### src/rtl/condlogic_if.sv
// Decoder-to-condlogic bundle: write requests in, gated enables and flag state out.
interface condlogic_if;
  logic [3:0] Cond;
  logic [3:0] ALUFlags;
  logic [1:0] FlagW;
  logic       PCS;
  logic       NextPC;
  logic       RegW;
  logic       MemW;
  logic       PCWrite;
  logic       RegWrite;
  logic       MemWrite;
  logic [3:0] Flags;
  logic       CondExD;
  logic       Undef;

  modport master (
    output Cond, ALUFlags, FlagW,
    output PCS, NextPC, RegW, MemW,
    input  PCWrite, RegWrite, MemWrite,
    input  Flags, CondExD, Undef
  );

  modport slave (
    input  Cond, ALUFlags, FlagW,
    input  PCS, NextPC, RegW, MemW,
    output PCWrite, RegWrite, MemWrite,
    output Flags, CondExD, Undef
  );
endinterface

### src/rtl/condlogic.sv
// Conditional-execution unit: NZCV register, condition check, write gating.
// CONDLOGIC_NV_TRAP_EN: Cond=1111 never executes and sets a sticky Undef.
module condlogic (
  input logic        clk,
  input logic        reset,
  condlogic_if.slave bus
);
  logic [3:0] flags;
  logic       n, z, c, v;
  logic       cond_ex;
  logic       cond_ex_d;
  logic [1:0] flag_write;
  logic       undef;

  assign {n, z, c, v} = flags;

  always_comb begin
    cond_ex = 1'b0;
    unique case (bus.Cond)
      4'b0000: cond_ex = z;
      4'b0001: cond_ex = ~z;
      4'b0010: cond_ex = c;
      4'b0011: cond_ex = ~c;
      4'b0100: cond_ex = n;
      4'b0101: cond_ex = ~n;
      4'b0110: cond_ex = v;
      4'b0111: cond_ex = ~v;
      4'b1000: cond_ex = c & ~z;
      4'b1001: cond_ex = ~c | z;
      4'b1010: cond_ex = (n == v);
      4'b1011: cond_ex = (n != v);
      4'b1100: cond_ex = ~z & (n == v);
      4'b1101: cond_ex = z | (n != v);
      4'b1110: cond_ex = 1'b1;
      4'b1111: begin
`ifdef CONDLOGIC_NV_TRAP_EN
        cond_ex = 1'b0;
`else
        cond_ex = 1'b1;
`endif
      end
    endcase
  end

  // Gating uses pre-update flags; new flags are seen next cycle.
  assign flag_write = bus.FlagW & {2{cond_ex}};

  always_ff @(posedge clk) begin
    if (reset) begin
      flags     <= 4'b0000;
      cond_ex_d <= 1'b0;
    end else begin
      if (flag_write[1])
        flags[3:2] <= bus.ALUFlags[3:2];
      if (flag_write[0])
        flags[1:0] <= bus.ALUFlags[1:0];
      cond_ex_d <= cond_ex;
    end
  end

`ifdef CONDLOGIC_NV_TRAP_EN
  logic nv_req;

  assign nv_req = (bus.Cond == 4'b1111) &
                  (bus.RegW | bus.MemW |
                   bus.PCS | (|bus.FlagW));

  always_ff @(posedge clk) begin
    if (reset)
      undef <= 1'b0;
    else if (nv_req)
      undef <= 1'b1;
  end
`else
  assign undef = 1'b0;
`endif

  // Fetch increment bypasses the condition check.
  assign bus.PCWrite  = (bus.PCS & cond_ex_d) | bus.NextPC;
  assign bus.RegWrite = bus.RegW & cond_ex_d;
  assign bus.MemWrite = bus.MemW & cond_ex_d;
  assign bus.Flags    = flags;
  assign bus.CondExD  = cond_ex_d;
  assign bus.Undef    = undef;
endmodule

### src/flat_wrapper.sv
// flat-port wrapper written by rule: the top's interface ports become plain ports
module condlogic_flat 
  (clk, reset, bus_Cond, bus_ALUFlags, bus_FlagW, bus_PCS, bus_NextPC, bus_RegW, bus_MemW, bus_PCWrite, bus_RegWrite, bus_MemWrite, bus_Flags, bus_CondExD, bus_Undef);
  condlogic_if bus_i ();
  input logic clk;
  input logic reset;
  input wire logic [$bits(bus_i.Cond)-1:0] bus_Cond;
  input wire logic [$bits(bus_i.ALUFlags)-1:0] bus_ALUFlags;
  input wire logic [$bits(bus_i.FlagW)-1:0] bus_FlagW;
  input wire logic [$bits(bus_i.PCS)-1:0] bus_PCS;
  input wire logic [$bits(bus_i.NextPC)-1:0] bus_NextPC;
  input wire logic [$bits(bus_i.RegW)-1:0] bus_RegW;
  input wire logic [$bits(bus_i.MemW)-1:0] bus_MemW;
  output wire logic [$bits(bus_i.PCWrite)-1:0] bus_PCWrite;
  output wire logic [$bits(bus_i.RegWrite)-1:0] bus_RegWrite;
  output wire logic [$bits(bus_i.MemWrite)-1:0] bus_MemWrite;
  output wire logic [$bits(bus_i.Flags)-1:0] bus_Flags;
  output wire logic [$bits(bus_i.CondExD)-1:0] bus_CondExD;
  output wire logic [$bits(bus_i.Undef)-1:0] bus_Undef;
  assign bus_i.Cond = bus_Cond;
  assign bus_i.ALUFlags = bus_ALUFlags;
  assign bus_i.FlagW = bus_FlagW;
  assign bus_i.PCS = bus_PCS;
  assign bus_i.NextPC = bus_NextPC;
  assign bus_i.RegW = bus_RegW;
  assign bus_i.MemW = bus_MemW;
  assign bus_PCWrite = bus_i.PCWrite;
  assign bus_RegWrite = bus_i.RegWrite;
  assign bus_MemWrite = bus_i.MemWrite;
  assign bus_Flags = bus_i.Flags;
  assign bus_CondExD = bus_i.CondExD;
  assign bus_Undef = bus_i.Undef;
  condlogic u_core (.clk(clk), .reset(reset), .bus(bus_i));
endmodule
### config.mk
export PLATFORM = sky130hd
export DESIGN_NAME = condlogic_flat
export DESIGN_NICKNAME = d
export VERILOG_FILES = /design/src/rtl/condlogic_if.sv /design/src/rtl/condlogic.sv /design/src/flat_wrapper.sv
export SDC_FILE = /design/constraint.sdc
export NUM_CORES = 1
export LEC_CHECK = 0
export CAP_MARGIN = 10
export CORE_MARGIN = 1.5
export CORE_UTILIZATION = 35
export DETAILED_ROUTE_END_ITERATION = 16
export GPL_TIMING_DRIVEN = 0
export PLACE_DENSITY = 0.72
export SLEW_MARGIN = 5
export SYNTH_ARGS = -nofsm -noshare
export SYNTH_HDL_FRONTEND = slang
export SYNTH_SLANG_ARGS = --single-unit
### constraint.sdc
create_clock -name clk -period 2.3 [get_ports clk]
set_input_delay 0.46 -clock clk [delete_from_list [all_inputs] [get_ports clk]]
set_output_delay 0.46 -clock clk [all_outputs]
set_load 0.1 [all_outputs]
==> results.toml, run 1 <==
[power_and_ir_drop]
pwr-share-clk = 0.238
seq_power_share = 0.248
intPower_uw = 236
leakage_uw = 0.000306
power_density_nw_per_um2 = 587
combPwrFrac = 0.514
ir_drop_mv = 0.298
p_sw_frac = 0.440
power.switching_uw = 185

[worst_setup_path]
worst_path_max_delay_cell = "clkdlybuf4s50_1"
worstPathBufferInverterCount = 1
rrSetupSlack_ps = 620
end_kind = "output pin"
cp_data_arrival_time_ps = 1780
max_stage_delay_ps = 1160
path_class = "reg -> out"
critical_path.cell_chain = "clkdlybuf4s50_1"
path_max_fanout = 4
r2r_start = "u_core.bus.Flags[3]"
path_delay_family = "buffers and inverters"
worstReg2RegEnd = "u_core.bus.Flags[1]"
cp.required_ps = 1840
reg2regPathDepth = 6
crit_path_start_kind = "register"

[drt]
wl_met3_um = 61
ant_nets = 0
drtIter0Drc = 9
dr.max_layer_used = "met4"
wl_met1_um = 493
dr.pass1.iters = 4
wl_per_cell_um = 10.5
dr_total_vias = 492
wl_mm = 1.05
vias_per_cell = 4.92
wl_met2_um = 481
drc_errors = 0

[cts]
cts_root_buf = "clkbuf_4"
postCtsSetupBuffers = 0
clockBufferDepth = 2
cts_sinks = 5
cts_buffers = 3
clk_latency_ps = 240
cts_resized = 9
cts_hold_buf = 0
cts_max_level = 1
cts_tree = "done"
path_clk_slew_ps = 40

[place]
placed_cell_area_sq_um = 696
port_buffers = 22
gp_congestion = 0.714
dp_hpwl_um = 856

[logic_synthesis]
syn-num-nets = 76
yosys.area.top_type = "dfxtp_1"
ys_top_cells_by_area = "dfxtp_1 (22%), nand2b_1 (11%), mux2i_1 (8.7%)"
yosys_warnings = 0
ys_types = 30
async_flop_share = 0
synth-main-ff-cell = "dfxtp_1"
yosysSeqAreaShare = 0.219
ys_ff_latch = 5
syn-instance-count = 60
synth.avg_cell_area_sq_um = 7.63
synth_top_area_frac = 0.219
synth_edf_count = 0
syn-cell-area_sq_um = 458

[floorplan]
core-area_sq_um = 1160
placementRows = 12
die_y_um = 39.2
start_util = 0.396
dieArea_sq_um = 1530
die_w_um = 39.2
ios = 25

[global_routing]
grt_pass1_wl_mm = 1.77
grt_max_degree = 10
grt_pass1_vias = 442
gr-total-overflow = 0
antenna_found_initial = 0
grtUsageTotal = 0.172

[sta]
period_minus_slack_ps = 2240
final-max-slew-violation-count = 0
setup_viol = 0
worstMarginPinSlew_ps = 978
fin_crit_sh = 0.974
holdWs_ps = 513
rsz0062_at_grt = "false"
hold_viol = 0
clock.fmax_mhz = 447
finClkSkew_ps = 3.43
max_slew_margin = 0.346

[run]
cap_violations = 0

[worst_hold_path]
hold_end = "u_core.bus.Flags[2]"
hp-class = "reg -> reg"
holdPathStages = 2
min_from = "u_core.bus.Flags[2]"

[final_layout]
diodes = 0
final_net_count = 103
area_growth_pct = 56.8
design_area_sq_um = 718
drive_gt1_frac = 0.105

[outcome]
outcome = "finished, final reports clean"
## kinds of logic (layout without fill, tap and decap cells)
| logic type | after synthesis | in the layout | synth area share |
|---|---|---|---|
| muxes | 4 | 4 | 0.0874 |
| xor gates and xnor gates | 3 | 3 | 0.0574 |
| buffers and inverters | 5 | 31 | 0.0683 |
| AOI/OAI and AO/OA | 13 | 13 | 0.210 |
| and+or+nand+nor | 29 | 29 | 0.350 |
| DFF | 5 | 5 | 0.219 |
| other | 1 | 1 | 0.00819 |
## sequential cells by signal, indices dropped and copies added, names as in the netlist
| signal | count |
|---|---|
| u_core.bus.CondExD | 1 |
| u_core.bus.Flags | 4 |
## synth_stat cells, types with 2 or more instances
| master | count |
|---|---|
| nand2_1 | 4 |
| dfxtp_1 | 5 |
| mux2i_1 | 4 |
| a21oi_1 | 2 |
| and2_1 | 2 |
| a211o_1 | 2 |
| nor3_1 | 3 |
| nor2_1 | 3 |
| nor2b_1 | 3 |
| nand2b_1 | 8 |
| nand3_1 | 2 |
| nand3b_1 | 2 |
| inv_1 | 2 |
| xor2_1 | 2 |
## how the worst max path moves through the flow
stage	start	end	slack (ps)	cells past startpoint
floorplan	u_core.bus.Flags[0]	u_core.bus.Flags[0]	10	7
global placement	bus_MemW	bus_MemWrite	-310	3
detailed placement	bus_RegW	bus_RegWrite	-320	3
CTS	bus_PCS	bus_PCWrite	6	3
global route	u_core.bus.Flags[1]	bus_Flags[1]	20	1
finish	u_core.bus.Flags[1]	bus_Flags[1]	60	1
## final cells by class
| class | count | area [sq um] |
|---|---|---|
| fillers | 110 | 438 |
| multi-input cells | 50 | 327 |
| repair buffers | 22 | 216 |
| flip-flops and latches | 5 | 100 |
| clock buffers | 4 | 26.3 |
| plain buffers | 3 | 23.8 |
| well taps | 14 | 17.5 |
| inverters | 2 | 7.51 |
## power groups by stage
stage                     clock (uW)  combinational (uW)  sequential (uW)
after floorplan                    0                98.9              164
after global placement             0                 218              106
after detailed placement           0                 220              106
after CTS                        105                 218              105
after global routing             107                 230              106
final                            100                 217              105
## per-layer routing
layer  global-route usage  vias up
met5                    0        -
met4                0.129        0
met3               0.0289        2
met2                0.263       14
met1                0.212      209
li1                     -      267
## cells in the final DEF (no fill, tap or decap), drive strengths merged
master / n
xor2: 2
and2: 2
a21boi: 1
a21o: 1
nand3: 2
nand4: 1
a211oi: 1
xnor2: 1
conb: 1
dfxtp: 5
nor2b: 3
and3: 1
o22a: 1
o21ai: 1
nor3: 3
o211ai: 1
nor2: 3
buf: 3
a21oi: 2
mux2i: 4
nand3b: 2
clkdlybuf4s15: 2
nand2b: 8
inv: 2
o311a: 1
clkbuf: 5
nand2: 4
a22oi: 1
clkdlybuf4s50: 18
dlygate4sd2: 1
o21bai: 1
a211o: 2
## stage by stage
| step | TNS [ps] | power, uW | utilization | cells | setup WS [ps] |
|---|---|---|---|---|---|
| after floorplan | 0 | 263 | - | 60 | 14.2 |
| after global placement | -1090 | 324 | 0.602 | 96 | -314 |
| after detailed placement | -1170 | 326 | 0.602 | 96 | -318 |
| after CTS | 0 | 428 | 0.626 | 100 | 5.99 |
| after global routing | 0 | 443 | 0.621 | 100 | 19.2 |
| final | 0 | 421 | 0.621 | 100 | 60.8 |
No activity file was read; power rests on OpenSTA's default activity.
==> run 2: changes to the inputs <==
CTS_BUF_LIST = sky130_fd_sc_hd__clkbuf_16   (was default)
==> results.toml, run 2 (synthesis results as in run 1) <==
[worst_setup_path]
path_class = "reg -> out"
path_delay_family = "buffers and inverters"
reg2regPathDepth = 6
worstPathBufferInverterCount = 1
cp_data_arrival_time_ps = 1770
max_stage_delay_ps = 1160
r2r_start = "u_core.bus.Flags[3]"
worstReg2RegEnd = "u_core.bus.Flags[1]"
end_kind = "output pin"
critical_path.cell_chain = "clkdlybuf4s50_1"
worst_path_max_delay_cell = "clkdlybuf4s50_1"
rrSetupSlack_ps = 600
crit_path_start_kind = "register"
path_max_fanout = 4
cp.required_ps = 1840

[global_routing]
grtUsageTotal = 0.175
gr-total-overflow = 0
grt_pass1_vias = 436
grt_pass1_wl_mm = 1.79
grt_max_degree = 10
antenna_found_initial = 0

[drt]
dr_total_vias = 491
dr.pass1.iters = 4
wl_mm = 1.11
ant_nets = 0
wl_per_cell_um = 11.1
vias_per_cell = 4.91
drc_errors = 0
drtIter0Drc = 9

[floorplan]
dieArea_sq_um = 1530
die_w_um = 39.2
die_y_um = 39.2
placementRows = 12
start_util = 0.396
ios = 25
core-area_sq_um = 1160

[place]
place_ws_ps = -318
dp_hpwl_um = 856
dp.cells = 96
port_buffers = 22
gp_congestion = 0.714

[power_and_ir_drop]
leakage_uw = 0.000334
pwr-share-clk = 0.463
power_density_nw_per_um2 = 780
intPower_uw = 395
seq_power_share = 0.175
power.switching_uw = 205
ir_drop_mv = 0.755
combPwrFrac = 0.362
p_sw_frac = 0.342

[final_layout]
diodes = 0
layout_common_cells = "clkdlybuf4s50_1 (18), nand2b_1 (8), dfxtp_1 (5), nand2_1 (4), mux2i_1 (4)"
final_cells = 100
final_net_count = 103
drive_gt1_frac = 0.105
final_common_cell = "clkdlybuf4s50_1"
area_growth_pct = 68.3
largest_reg_flops = 4

[worst_hold_path]
hold_end = "u_core.bus.Flags[2]"
hp-class = "reg -> reg"
holdPathStages = 2
min_from = "u_core.bus.Flags[2]"

[sta]
period_minus_slack_ps = 2230
clock.fmax_mhz = 448
fin_crit_sh = 0.970
fin_ws_ps = 69.0
hold_viol = 0
worstMarginPinSlew_ps = 978
rsz0062_at_grt = "false"
finClkSkew_ps = 2.44
final-max-slew-violation-count = 0
max_slew_margin = 0.346
setup_viol = 0

[run]
cap_violations = 0

[cts]
cts_tree = "done"
cts_sinks = 5
clk_latency_ps = 230
clockBufferDepth = 2
path_clk_slew_ps = 30
cts_root_buf = "clkbuf_16"
cts_max_level = 1
cts_buffers = 3

[outcome]
outcome = "finished, final reports clean"
[run 2: cell count changes in the layout (fill, tap and decap cells not counted), sizes merged]
cell and delta:
clkbuf -1, inv +1
[run 2: through the flow]
step / utilization / area, sq um / hold slack (ps) / power (uW) / TNS, ps
3_5_place_dp: 0.602 / 696 / 508 / 326 / -1170
4_1_cts: 0.671 / 776 / 514 / 607 / 0
3_3_place_gp: 0.602 / 696 / 491 / 324 / -1090
6_report: 0.667 / 771 / 512 / 601 / 0
5_1_grt: 0.667 / 771 / 556 / 624 / 0
2_1_floorplan: - / 458 / 532 / 263 / 0
[run 2: final cells by class]
cell class | count | area, sq um
clock buffers | 3 | 75.1
inverters | 2 | 7.51
clock inverters | 1 | 3.75
multi-input cells | 50 | 327
plain buffers | 3 | 23.8
well taps | 14 | 17.5
flip-flops and latches | 5 | 100
fillers | 98 | 385
repair buffers | 22 | 216
[run 2: metal layers]
metal,up-vias,global-route usage,routed length [um]
met5,-,0,0
met4,0,0.129,19
met3,2,0.0289,60
met2,14,0.267,512
met1,211,0.216,513
li1,264,-,-
[run 2: timing repair]
| item | in CTS | in global routing |
|---|---|---|
| hold buffers | 0 | 0 |
| buffers inserted | 0 | 0 |
| gates resized for setup | 9 | 2 |
| setup endpoints to repair | 4 | 5 |
[run 2: worst max-delay path by stage]
| stage | endpoint | depth (start not counted) | slack [ps] | from |
|---|---|---|---|---|
| final | bus_Flags[1] | 1 | 70 | u_core.bus.Flags[1] |
| after global routing | bus_Flags[1] | 1 | 40 | u_core.bus.Flags[1] |
| after CTS | bus_PCWrite | 3 | 6 | bus_PCS |
| after detailed placement | bus_RegWrite | 3 | -320 | bus_RegW |
| after global placement | bus_MemWrite | 3 | -310 | bus_MemW |
| after floorplan | u_core.bus.Flags[0] | 7 | 10 | u_core.bus.Flags[0] |
[run 2: power groups by stage]
stage,sequential [uW],clock [uW],combinational [uW]
global placement,106,0,218
global route,106,288,231
CTS,105,283,219
detailed placement,106,0,220
finish,105,278,218
floorplan,164,0,98.9
==> run 3: changes to the inputs <==
CAP_MARGIN = 20   (was 10)
==> results of run 3 <==
Same layout as run 2: the final DEF is identical, and so are final timing and power.
